### config.mk
export PLATFORM = sky130hd
export DESIGN_NAME = sched_dispatch
export DESIGN_NICKNAME = d
export VERILOG_FILES = /design/src/rtl/sched_pkg.sv /design/src/rtl/proc_timer.sv /design/src/rtl/sched_dispatch.sv
export SDC_FILE = /design/constraint.sdc
export NUM_CORES = 1
export LEC_CHECK = 0
export CORE_AREA = 2 2 53 45
export DETAILED_ROUTE_END_ITERATION = 7
export DIE_AREA = 0 0 55 47
export PLACE_DENSITY = 0.68
export RECOVER_POWER = 25
export SETUP_SLACK_MARGIN = 0.15
export SLEW_MARGIN = 30
export SYNTH_ARGS = -nofsm -noshare
export SYNTH_HDL_FRONTEND = slang
export SYNTH_SLANG_ARGS = --single-unit
### constraint.sdc
create_clock -name clk -period 2.5 [get_ports clk]
set_input_delay 0.25 -clock clk [delete_from_list [all_inputs] [get_ports clk]]
set_output_delay 0.25 -clock clk [all_outputs]
set_load 0.01 [all_outputs]
### src/rtl/sched_pkg.sv
// Shared types and defaults for the scheduler dispatcher.
package sched_pkg;

    // Task identifiers; the value also serves as the round-robin pointer encoding.
    typedef enum logic {
        TASK_A = 1'b0,
        TASK_B = 1'b1
    } task_id_e;

    // Processor identifiers.
    localparam logic PROC0 = 1'b0;
    localparam logic PROC1 = 1'b1;

    // Default job durations (ticks) and remaining-time counter width.
    localparam int DUR_A_DEF = 3;
    localparam int DUR_B_DEF = 2;
    localparam int TW_DEF    = 4;

endpackage

### src/rtl/proc_timer.sv
// Per-processor remaining-time counter: loads a job duration, counts down on
// ticks and saturates at zero.
module proc_timer #(
    parameter int TW = 4
) (
    input  logic          clk,
    input  logic          rst,
    input  logic          load,
    input  logic [TW-1:0] load_val,
    input  logic          tick_in,
    output logic          busy,
    output logic          free
);

    logic [TW-1:0] rem;

    // Remaining time: a new job load takes priority over a same-cycle tick.
    always_ff @(posedge clk) begin
        if (rst) begin
            rem <= '0;
        end else if (load) begin
            rem <= load_val;
        end else if (tick_in && (rem != '0)) begin
            rem <= rem - 1'b1;
        end
    end

    assign busy = (rem != '0);
    assign free = (rem == '0);

endmodule

### src/rtl/sched_dispatch.sv
// Dispatcher feeding the two-processor scheduler: arbitrates task A/B release
// requests onto free processors, holds one pending slot per task and flags
// dropped requests.
module sched_dispatch
    import sched_pkg::*;
#(
    parameter int DUR_A = DUR_A_DEF,
    parameter int DUR_B = DUR_B_DEF,
    parameter int TW    = TW_DEF
) (
    input  logic clk,
    input  logic rst,
    input  logic req_a,
    input  logic req_b,
    input  logic tick_in,
    output logic start_a,
    output logic start_b,
    output logic sched0,
    output logic sched1,
    output logic tick,
    output logic busy0,
    output logic busy1,
    output logic overflow
);

    localparam logic [TW-1:0] LOAD_A = TW'(DUR_A);
    localparam logic [TW-1:0] LOAD_B = TW'(DUR_B);

    // Registered state
    logic     pend_a, pend_b;
    task_id_e rr;

    // Next-state / decision signals
    logic          free0, free1;
    logic          elig_a, elig_b;
    logic          disp, disp_a, disp_b;
    logic          proc_sel;
    task_id_e      win;
    task_id_e      rr_next;
    logic          pend_a_next, pend_b_next;
    logic          ovf_next;
    logic          load0, load1;
    logic [TW-1:0] load_val;

    proc_timer #(.TW(TW)) u_timer0 (
        .clk      (clk),
        .rst      (rst),
        .load     (load0),
        .load_val (load_val),
        .tick_in  (tick_in),
        .busy     (busy0),
        .free     (free0)
    );

    proc_timer #(.TW(TW)) u_timer1 (
        .clk      (clk),
        .rst      (rst),
        .load     (load1),
        .load_val (load_val),
        .tick_in  (tick_in),
        .busy     (busy1),
        .free     (free1)
    );

    // Arbitration: pick the winning task, the lowest free processor, and the
    // next pending/overflow/round-robin values.
    always_comb begin
        // NOTE: every signal gets a default first so no path leaves it unassigned
        // (which would infer a latch).
        disp     = 1'b0;
        win      = TASK_A;
        rr_next  = rr;
        proc_sel = free0 ? PROC0 : PROC1;

        // A raw request bypasses the pending slot so a free processor is used at once.
        elig_a = pend_a | req_a;
        elig_b = pend_b | req_b;

        if ((free0 || free1) && (elig_a || elig_b)) begin
            disp = 1'b1;
            if (elig_a && elig_b) begin
                win     = rr;
                rr_next = (rr == TASK_A) ? TASK_B : TASK_A;
            end else begin
                win = elig_a ? TASK_A : TASK_B;
            end
        end

        disp_a = disp && (win == TASK_A);
        disp_b = disp && (win == TASK_B);

        // A request not served this cycle parks in the slot; a second one is dropped.
        pend_a_next = disp_a ? 1'b0 : (pend_a | req_a);
        pend_b_next = disp_b ? 1'b0 : (pend_b | req_b);
        ovf_next    = (req_a && pend_a && !disp_a) || (req_b && pend_b && !disp_b);

        load0    = disp && (proc_sel == PROC0);
        load1    = disp && (proc_sel == PROC1);
        load_val = (win == TASK_A) ? LOAD_A : LOAD_B;
    end

    // State and output registers; reset clears everything including pending requests.
    always_ff @(posedge clk) begin
        // NOTE: sequential state uses non-blocking assignments so every register
        // samples the pre-edge values regardless of statement order.
        if (rst) begin
            pend_a   <= 1'b0;
            pend_b   <= 1'b0;
            rr       <= TASK_A;
            start_a  <= 1'b0;
            start_b  <= 1'b0;
            sched0   <= 1'b0;
            sched1   <= 1'b0;
            tick     <= 1'b0;
            overflow <= 1'b0;
        end else begin
            pend_a   <= pend_a_next;
            pend_b   <= pend_b_next;
            rr       <= rr_next;
            start_a  <= disp_a;
            start_b  <= disp_b;
            sched0   <= load0;
            sched1   <= load1;
            tick     <= tick_in;
            overflow <= ovf_next;
        end
    end

endmodule

==> metrics.txt, run 1 <==
CP Class reg -> out; first-pass GRT wire length 2500 um; Setup Buffers After CTS 0; crit-path max FO 6; core area 2060 sq um; die footprint 2590 sq um; R2R depth 6; die width 55 um; CTS tree built; post-CTS resize count 0; registers with the most flip-flops u_timer0.rem (4), u_timer1.rem (4); DR vias 628; Layout Nets 110; Int Power 734 uW; Netlist cell types 33; layout cells sized above 1 0.130; Initial Utilization 0.390; Worst-Margin Slew 0.675 ns; clock root buffer clkbuf_4; post-synth net total 95; port buffer count 12; H-tree depth 1; Setup-failing EPs final 0; RePlAce Congestion 0.768; Slowest-stage cell, CP clkdlybuf4s50_1; clock transition at the registers of the reported paths 0.10 ns; Setup crit end kind output pin; Clock Latency Late Sink 0.29 ns; worst hold path cell count 2; vias in the first global route 587; Antenna Violating Nets Remaining 0; Sequential Power Share 0.352; Rows 15; Seq cells post-synth 17; Fmax achieved 0.459 GHz; Max Cap Viol 0; detailed-placement wirelength estimate 1070 um; critical path data arrival time 1.93 ns; Clock Sinks 17; Area Overhead vs Synth 21.2%; Layout Cells excl Fill 125; Post-Syn Instances 86; drt first pass iters 4; Layout fillers 213; CP max stage delay 0.49 ns; Max VDD drop 0.000706 V; Total Routing Usage GR 0.143; status finished, final reports clean; Critical Path RT 2.25 ns; worst hold path type reg -> reg; WL/cell 11.6 um; switching power of the nets 476 uW; cts hold-fix bufs 0; register area share after synthesis 0.423; most frequent cells in the layout 17 x dfxtp_1, 10 x nor2_1, 8 x clkdlybuf4s50_1; initial drt markers 6; Final Skew 0.00975 ns; Hold Fails Final Rpt 0; Num CTS Buffers 3; critical path, cell by cell inv_1 > ha_1 > nor3b_4 > inv_4 > clkdlybuf4s50_1; Final min period 2.18 ns; via/cell ratio 5.02; Die Y-Extent 47 um; largest net degree at the start of global routing 19; Net Sw Frac 0.393; # IOs 13; GRT overflow 0; commonest non-fill, non-tap cell in the layout dfxtp_1; Tcrit/Tclk final 0.872; power density over cell area 1240 nW/um^2; Clk pwr share 0.119; RSZ-0062 raised after global routing no; Slew headroom 0.548; setup_tns 0 ns; clk buf depth 2; Post-Syn Area 805 sq um; Placed Cells 121; critical path launch point type flip-flop; yosys warns 0; Comb power frac 0.529; Antenna Diode Count 0; WL final 1450 um; initial antenna violation count 0; DRC Markers 0; LEAKAGE 0.376 nW; syn_area_per_cell 9.35 sq um; count of pins over their slew limit 0
-- area by class of cell --
| class | instances | area, sq um | share of cell area |
|---|---|---|---|
| clock buffers | 4 | 26.3 | 0.0270 |
| inverters | 7 | 28.8 | 0.0295 |
| multi-input cells | 60 | 428 | 0.439 |
| flip-flops and latches | 17 | 340 | 0.349 |
| well taps | 25 | 31.3 | 0.0321 |
| repair buffers | 12 | 120 | 0.123 |
-- worst paths after layout --
kind	slack (ns)	to	from
setup / recovery	0.32	busy0	u_timer0.rem[0]$_SDFFE_PP0P_
hold / removal	0.51	u_timer1.rem[0]$_SDFFE_PP0P_	u_timer1.rem[0]$_SDFFE_PP0P_
setup reg to reg	0.75	u_timer0.rem[0]$_SDFFE_PP0P_	u_timer0.rem[0]$_SDFFE_PP0P_
hold reg to reg	0.51	u_timer1.rem[0]$_SDFFE_PP0P_	u_timer1.rem[0]$_SDFFE_PP0P_
-- routing by layer --
layer	track usage	vias to the layer above	routed length, um
met5	0	-	0
met4	0.0488	0	15
met3	0.0732	2	77
met2	0.219	13	666
met1	0.174	281	692
li1	-	332	-
-- per-stage QoR --
stage	worst slack (ns)	total power, mW	cell area [sq um]	hold WS [ns]	utilization
after floorplan	0.976	0.876	805	0.378	-
after global placement	0.668	1.06	948	0.496	0.459
after detailed placement	0.662	1.07	948	0.495	0.459
after CTS	0.333	1.23	975	0.511	0.472
after global routing	0.193	1.32	975	0.539	0.472
final	0.321	1.21	975	0.512	0.472
-- power by group through the flow --
stage | combinational (mW) | sequential [mW] | clock, mW
CTS | 0.649 | 0.426 | 0.151
floorplan | 0.441 | 0.435 | 0
global route | 0.719 | 0.436 | 0.165
global placement | 0.635 | 0.430 | 0
detailed placement | 0.642 | 0.432 | 0
finish | 0.640 | 0.426 | 0.144
-- cells in the mapped netlist --
library cell   n  share of area
inv_1          5          0.023
ha_1           4          0.062
nor3b_1        1         0.0093
and2_1         1         0.0078
nand2_1        4          0.019
clkbuf_1       2         0.0093
o211ai_1       2          0.019
and2b_2        1          0.011
nor4_1         1         0.0078
nor3b_4        1          0.023
nand2b_1       1         0.0078
a211oi_1       2          0.019
o41ai_1        1          0.011
a211oi_2       1          0.016
nor4_4         1          0.026
nor3_1         6          0.037
xnor2_1        1          0.011
mux2i_1        1          0.012
or4b_1         2          0.025
a21oi_1        5          0.031
nor3_2         1          0.012
nor2_1        10          0.047
inv_4          1         0.0078
dfxtp_1       17           0.42
a32oi_1        1          0.011
a22oi_1        1         0.0093
a221oi_1       1          0.011
or2_2          1         0.0078
nor3b_2        2          0.031
nor2b_1        3          0.023
o21ai_0        2          0.012
inv_2          1         0.0047
nand3_1        2          0.012
-- cells by family (layout without fill, tap and decap cells) --
kind of cell,count (synthesis),count (layout),share of synthesized area
and+or+nand+nor,38,38,0.308
DFF,17,17,0.423
AOI/OAI and AO/OA,16,16,0.138
buffers and inverters,9,23,0.0451
adders and majority gates,4,4,0.0622
xor gates and xnor gates,1,1,0.0109
muxes,1,1,0.0124
-- worst max-delay path, delay by kind of cell, from the launching register on --
kind | cells | cell delay, ns
and+or+nand+nor | 1 | 0.41
DFF | 1 | 0.33
buffers and inverters | 3 | 0.69
adders and majority gates | 1 | 0.21
Note: power is estimated with default switching activity, not from simulation.
==> inputs of run 2 (changes only) <==
Settings changed: CTS_BUF_LIST from default to sky130_fd_sc_hd__clkbuf_8, PLACE_DENSITY 0.68 to default, SETUP_SLACK_MARGIN 0.15 to 0.02.
==> metrics.txt, run 2 (same netlist as run 1, synthesis figures left out) <==
critical path, cell by cell inv_1 > ha_1 > nor3b_4 > inv_4 > clkdlybuf4s50_1; Layout Nets 110 (unchanged); layout cells sized above 1 0.140 (+0.0100); Clock Latency Late Sink 0.25 ns (-0.04 ns); WL/cell 11.3 um (-3.0%); crit-path max FO 6 (unchanged); Layout Cells excl Fill 125 (unchanged); clock transition at the registers of the reported paths 0.07 ns (-0.03 ns); WL final 1410 um (-3.0%); die footprint 2590 sq um (unchanged); Tcrit/Tclk final 0.832 (-0.0394); largest net degree at the start of global routing 19 (unchanged); Max Cap Viol 0 (unchanged); cts hold-fix bufs 0 (unchanged); RSZ-0062 raised after global routing no; Setup Buffers After CTS 0 (unchanged); worst hold path cell count 2 (unchanged); RePlAce Congestion 0.742 (-3.4%); Initial Utilization 0.390 (unchanged); initial drt markers 11 (+5); initial antenna violation count 0 (unchanged); Antenna Violating Nets Remaining 0 (unchanged); CP max stage delay 0.49 ns (about the same); vias in the first global route 525 (-11%); DR vias 622 (-0.96%); worst hold path type reg -> reg; status finished, final reports clean; H-tree depth 1 (unchanged); Area Overhead vs Synth 23.6%; Clock Sinks 17 (unchanged); most frequent cells in the layout 17 x dfxtp_1, 10 x nor2_1, 8 x clkdlybuf4s50_1; registers with the most flip-flops u_timer0.rem (4), u_timer1.rem (4); Final Skew 0.00296 ns (-0.00679 ns); Antenna Diode Count 0 (unchanged); Final min period 2.08 ns (-0.0986 ns); clock root buffer clkbuf_8; Setup crit end kind output pin; critical path data arrival time 1.83 ns (-0.10 ns); Die Y-Extent 47 um (unchanged); worst setup margin 0.419 ns (+0.0986 ns); LEAKAGE 0.386 nW (+2.6%); detailed-placement wirelength estimate 1050 um (-2.0%); post-CTS resize count 0 (unchanged); die width 55 um (unchanged); Total Routing Usage GR 0.125 (-0.0173); clk buf depth 2 (unchanged); drt first pass iters 4 (unchanged); Fmax achieved 0.481 GHz (+4.7%); CP Class reg -> out; via/cell ratio 4.98 (-0.96%); Placed Cells 121 (unchanged); CTS tree built; count of pins over their slew limit 0 (unchanged); Num CTS Buffers 3 (unchanged); Hold Fails Final Rpt 0 (unchanged); commonest non-fill, non-tap cell in the layout dfxtp_1; Setup-failing EPs final 0 (unchanged); R2R depth 6 (unchanged); Layout fillers 206 (-3.3%); Rows 15 (unchanged); Slew headroom 0.564 (+0.0157); DRC Markers 0 (unchanged); GRT overflow 0 (unchanged); setup_tns 0 ns (unchanged); port buffer count 12 (unchanged); power density over cell area 1260 nW/um^2 (+1.8%); Slowest-stage cell, CP clkdlybuf4s50_1; Critical Path RT 2.25 ns (about the same); dpl ws 0.641 ns (-0.0205 ns); # IOs 13 (unchanged); first-pass GRT wire length 2320 um (-7.4%); Worst-Margin Slew 0.652 ns (-0.0235 ns); core area 2060 sq um (unchanged); critical path launch point type flip-flop; Max VDD drop 0.000548 V (-22%)
-- run 2: cell count changes in the layout (fill, tap and decap cells not counted) --
cell and change:
clkbuf_1 -1, clkinv_2 +1, clkbuf_4 -3, clkbuf_8 +3
-- run 2: worst paths after layout --
kind	startpoint	to	slack, ns
max	u_timer0.rem[0]$_SDFFE_PP0P_	busy0	0.42
min	u_timer1.rem[0]$_SDFFE_PP0P_	u_timer1.rem[0]$_SDFFE_PP0P_	0.51
max reg2reg	u_timer0.rem[0]$_SDFFE_PP0P_	u_timer0.rem[0]$_SDFFE_PP0P_	0.76
min reg2reg	u_timer1.rem[0]$_SDFFE_PP0P_	u_timer1.rem[0]$_SDFFE_PP0P_	0.51
-- run 2: per-layer routing --
metal / GRT usage / vias up / wire [um]
met5: 0 / - / 0
met4: 0.0439 / 0 / 11
met3: 0.0287 / 2 / 52
met2: 0.183 / 12 / 584
met1: 0.182 / 278 / 762
li1: - / 330 / -
-- run 2: report_power, final --
| group | switching (mW) | internal [mW] | leakage, nW |
|---|---|---|---|
| logic | 0.319 | 0.312 | 0.220 |
| clock network | 0.0886 | 0.110 | 0.0255 |
| registers | 0.0651 | 0.363 | 0.140 |
-- run 2: worst max-delay path, delay by kind of cell (launching register included) --
family | cells | cell delay (ns)
adder cells (fa/ha/maj) | 1 | 0.20
buffers and inverters | 3 | 0.68
flip-flops | 1 | 0.31
AND/OR/NAND/NOR | 1 | 0.39
-- run 2: cell type report --
cell class	instances	area, sq um	share of cell area
flip-flops and latches	17	340	0.342
clock buffers	3	41.3	0.0415
clock inverters	1	5.00	0.00503
repair buffers	12	120	0.121
inverters	7	28.8	0.0289
well taps	25	31.3	0.0314
multi-input cells	60	428	0.430
-- run 2: through the flow --
step           hold slack (ns)  power, mW  utilization  instance area [sq um]
4_1_cts                  0.514       1.28        0.482                    995
6_report                 0.509       1.26        0.482                    995
3_3_place_gp             0.496       1.07        0.459                    948
3_5_place_dp             0.502       1.07        0.459                    948
2_1_floorplan            0.378      0.876            -                    805
5_1_grt                  0.535       1.36        0.482                    995
==> inputs of run 3 (changes only) <==
Clock period 2.5 ns to 1.74 ns, I/O delays scaled along.
==> metrics.txt, run 3 (same netlist as run 1, synthesis figures left out) <==
Antenna Diode Count 0 (unchanged); critical path data arrival time 1.49 ns (-0.34 ns); Initial Utilization 0.390 (unchanged); drt first pass iters 4 (unchanged); clock root buffer clkbuf_8; core area 2060 sq um (unchanged); met1 Use GR 0.188 (+0.00623); GR Layer Usage met3 0.0764 (+0.0478); CP Class reg -> out; via/cell ratio 5.20 (+4.5%); Antenna Violating Nets Remaining 0 (unchanged); Slew headroom 0.722 (+0.157); layout cells sized above 1 0.239 (+0.0985); power density over cell area 1890 nW/um^2 (+50%); R2R depth 7 (+1); worst hold path cell count 2 (unchanged); Clk pwr share 0.145 (-0.013); Num CTS Buffers 3 (unchanged); Layout Nets 119 (+8.2%); cts hold-fix bufs 0 (unchanged); Die Y-Extent 47 um (unchanged); most frequent cells in the layout 16 x dfxtp_1, 10 x nor2_1, 7 x clkdlybuf4s50_1, 7 x buf_4, 6 x nor3_1; DR vias 697 (+12%); Layout fillers 208 (+0.97%); Max VDD drop 0.000933 V (+70%); Net Sw Frac 0.376 (about the same); Critical Path RT 1.57 ns (-0.68 ns); detailed-placement wirelength estimate 1210 um (+15%); critical path launch point type flip-flop; Clock Latency Late Sink 0.26 ns (about the same); Fmax achieved 0.603 GHz; Rows 15 (unchanged); first-pass GRT wire length 2820 um (+21%); post-route cell area 1090 sq um (+9.7%); Sequential Power Share 0.301 (-0.039); clock transition at the registers of the reported paths 0.06 ns (about the same); port buffer count 12 (unchanged); dpl ws 0.0218 ns (-0.620 ns); die footprint 2590 sq um (unchanged); FF-to-FF Start u_timer0.rem[1]$_SDFFE_PP0P_; hold wc startpoint u_timer1.rem[0]$_SDFFE_PP0P_; RSZ-0062 raised after global routing yes; Final min period 1.66 ns; Hold Fails Final Rpt 0 (unchanged); Max Cap Viol 0 (unchanged); crit-path max FO 6 (unchanged); Clock Sinks 17 (unchanged); Worst-Margin Slew 0.413 ns (-0.238 ns); Hold Path Sink u_timer1.rem[0]$_SDFFE_PP0P_; status finished, final reports clean; # IOs 13 (unchanged); placed cell areas 986 sq um (+4.0%); worst hold path type reg -> reg; WL final 1650 um (+17%); H-tree depth 1 (unchanged); Tcrit/Tclk final 0.953; RePlAce Congestion 0.780 (+5.1%); CTS tree built; count of pins over their slew limit 0 (unchanged); Int Power 1.29 mW (+64%); Reg2Reg Setup Slack 0.15 ns (-0.61 ns); largest net degree at the start of global routing 11 (-8); grt met2 use 0.245 (+0.0619); commonest non-fill, non-tap cell in the layout dfxtp_1; vias in the first global route 659 (+26%); Final Skew 0.00209 ns (-0.000870 ns); Setup-failing EPs final 0 (unchanged); setup_tns 0 ns (unchanged); Final Util 0.528 (+0.0467); initial antenna violation count 0 (unchanged); LEAKAGE 0.434 nW (+12%); reg-to-reg critical path endpoint u_timer0.rem[1]$_SDFFE_PP0P_; switching power of the nets 776 uW (+64%); Setup crit end kind output pin; Total Routing Usage GR 0.161 (+0.0355); DRC Markers 0 (unchanged); Final Total Pwr 2.07 mW (+64%); clk buf depth 2 (unchanged); registers with the most flip-flops u_timer0.rem (4), u_timer1.rem (4); GRT overflow 0 (unchanged); WL/cell 12.3 um (+9.4%); worst setup margin 0.0809 ns (-0.338 ns); Comb power frac 0.555 (+0.054); Area Overhead vs Synth 35.6%; die width 55 um (unchanged); GRT Max-Usage Layer met2; initial drt markers 10 (-1)
## run 3: cell count changes in the layout (fill, tap and decap cells not counted), sizes merged
cell	delta
buf	+8
dlygate4sd2	+2
clkbuf	+1
clkdlybuf4s50	-1
clkinv	-1
dlygate4sd3	-1
inv	+1
## run 3: critical path, stage by stage (launching register included)
cell and delay [ns]:
dfxtp_1 0.31, inv_1 0.09, ha_2 0.19, nor3b_4 0.23
inv_2 0.11, dlygate4sd2_1 0.30
## run 3: cell type report
type,count,area [sq um],share of cell area
clock buffers,3,41.3,0.0378
clock inverters,1,3.75,0.00344
inverters,7,28.8,0.0264
multi-input cells,60,455,0.417
flip-flops and latches,17,342,0.313
well taps,25,31.3,0.0287
repair buffers,21,189,0.173
## run 3: stage by stage
| step | hold WS, ns | cells |
|---|---|---|
| CTS | 0.521 | 131 |
| finish | 0.525 | 134 |
| detailed placement | 0.510 | 126 |
| global route | 0.551 | 134 |
| global placement | 0.498 | 126 |
| floorplan | 0.302 | 86 |
## run 3: worst max path at each step
stage	endpoint	startpoint	depth (start not counted)	slack (ns)
4_1_cts	u_timer1.rem[0]$_SDFFE_PP0P_	u_timer0.rem[1]$_SDFFE_PP0P_	8	0.008
3_3_place_gp	u_timer1.rem[0]$_SDFFE_PP0P_	u_timer1.rem[0]$_SDFFE_PP0P_	7	0.07
2_1_floorplan	u_timer0.rem[0]$_SDFFE_PP0P_	u_timer0.rem[0]$_SDFFE_PP0P_	6	0.22
5_1_grt	busy0	u_timer0.rem[1]$_SDFFE_PP0P_	5	0.008
3_5_place_dp	overflow$_SDFF_PP0_	req_b	5	0.02
6_report	busy1	u_timer1.rem[1]$_SDFFE_PP0P_	5	0.08
## run 3: metal layers
layer  up-vias  wire (um)
li1        355          -
met1       320        826
met2        18        709
met3         4         93
met4         0         24
met5         -          0
## run 3: power by group through the flow
stage	registers [mW]	logic [mW]	clock network [mW]
final	0.621	1.15	0.299
after global routing	0.637	1.28	0.320
after CTS	0.619	1.01	0.308
after detailed placement	0.623	0.987	0
after global placement	0.620	0.977	0
after floorplan	0.625	0.634	0
## run 3: repair_timing
item,CTS,global route
pin swaps,0,2
hold endpoints to repair,0,0
buffers inserted,1,3
gates cloned,0,0
setup endpoints to repair,2,5
resized for setup,3,7
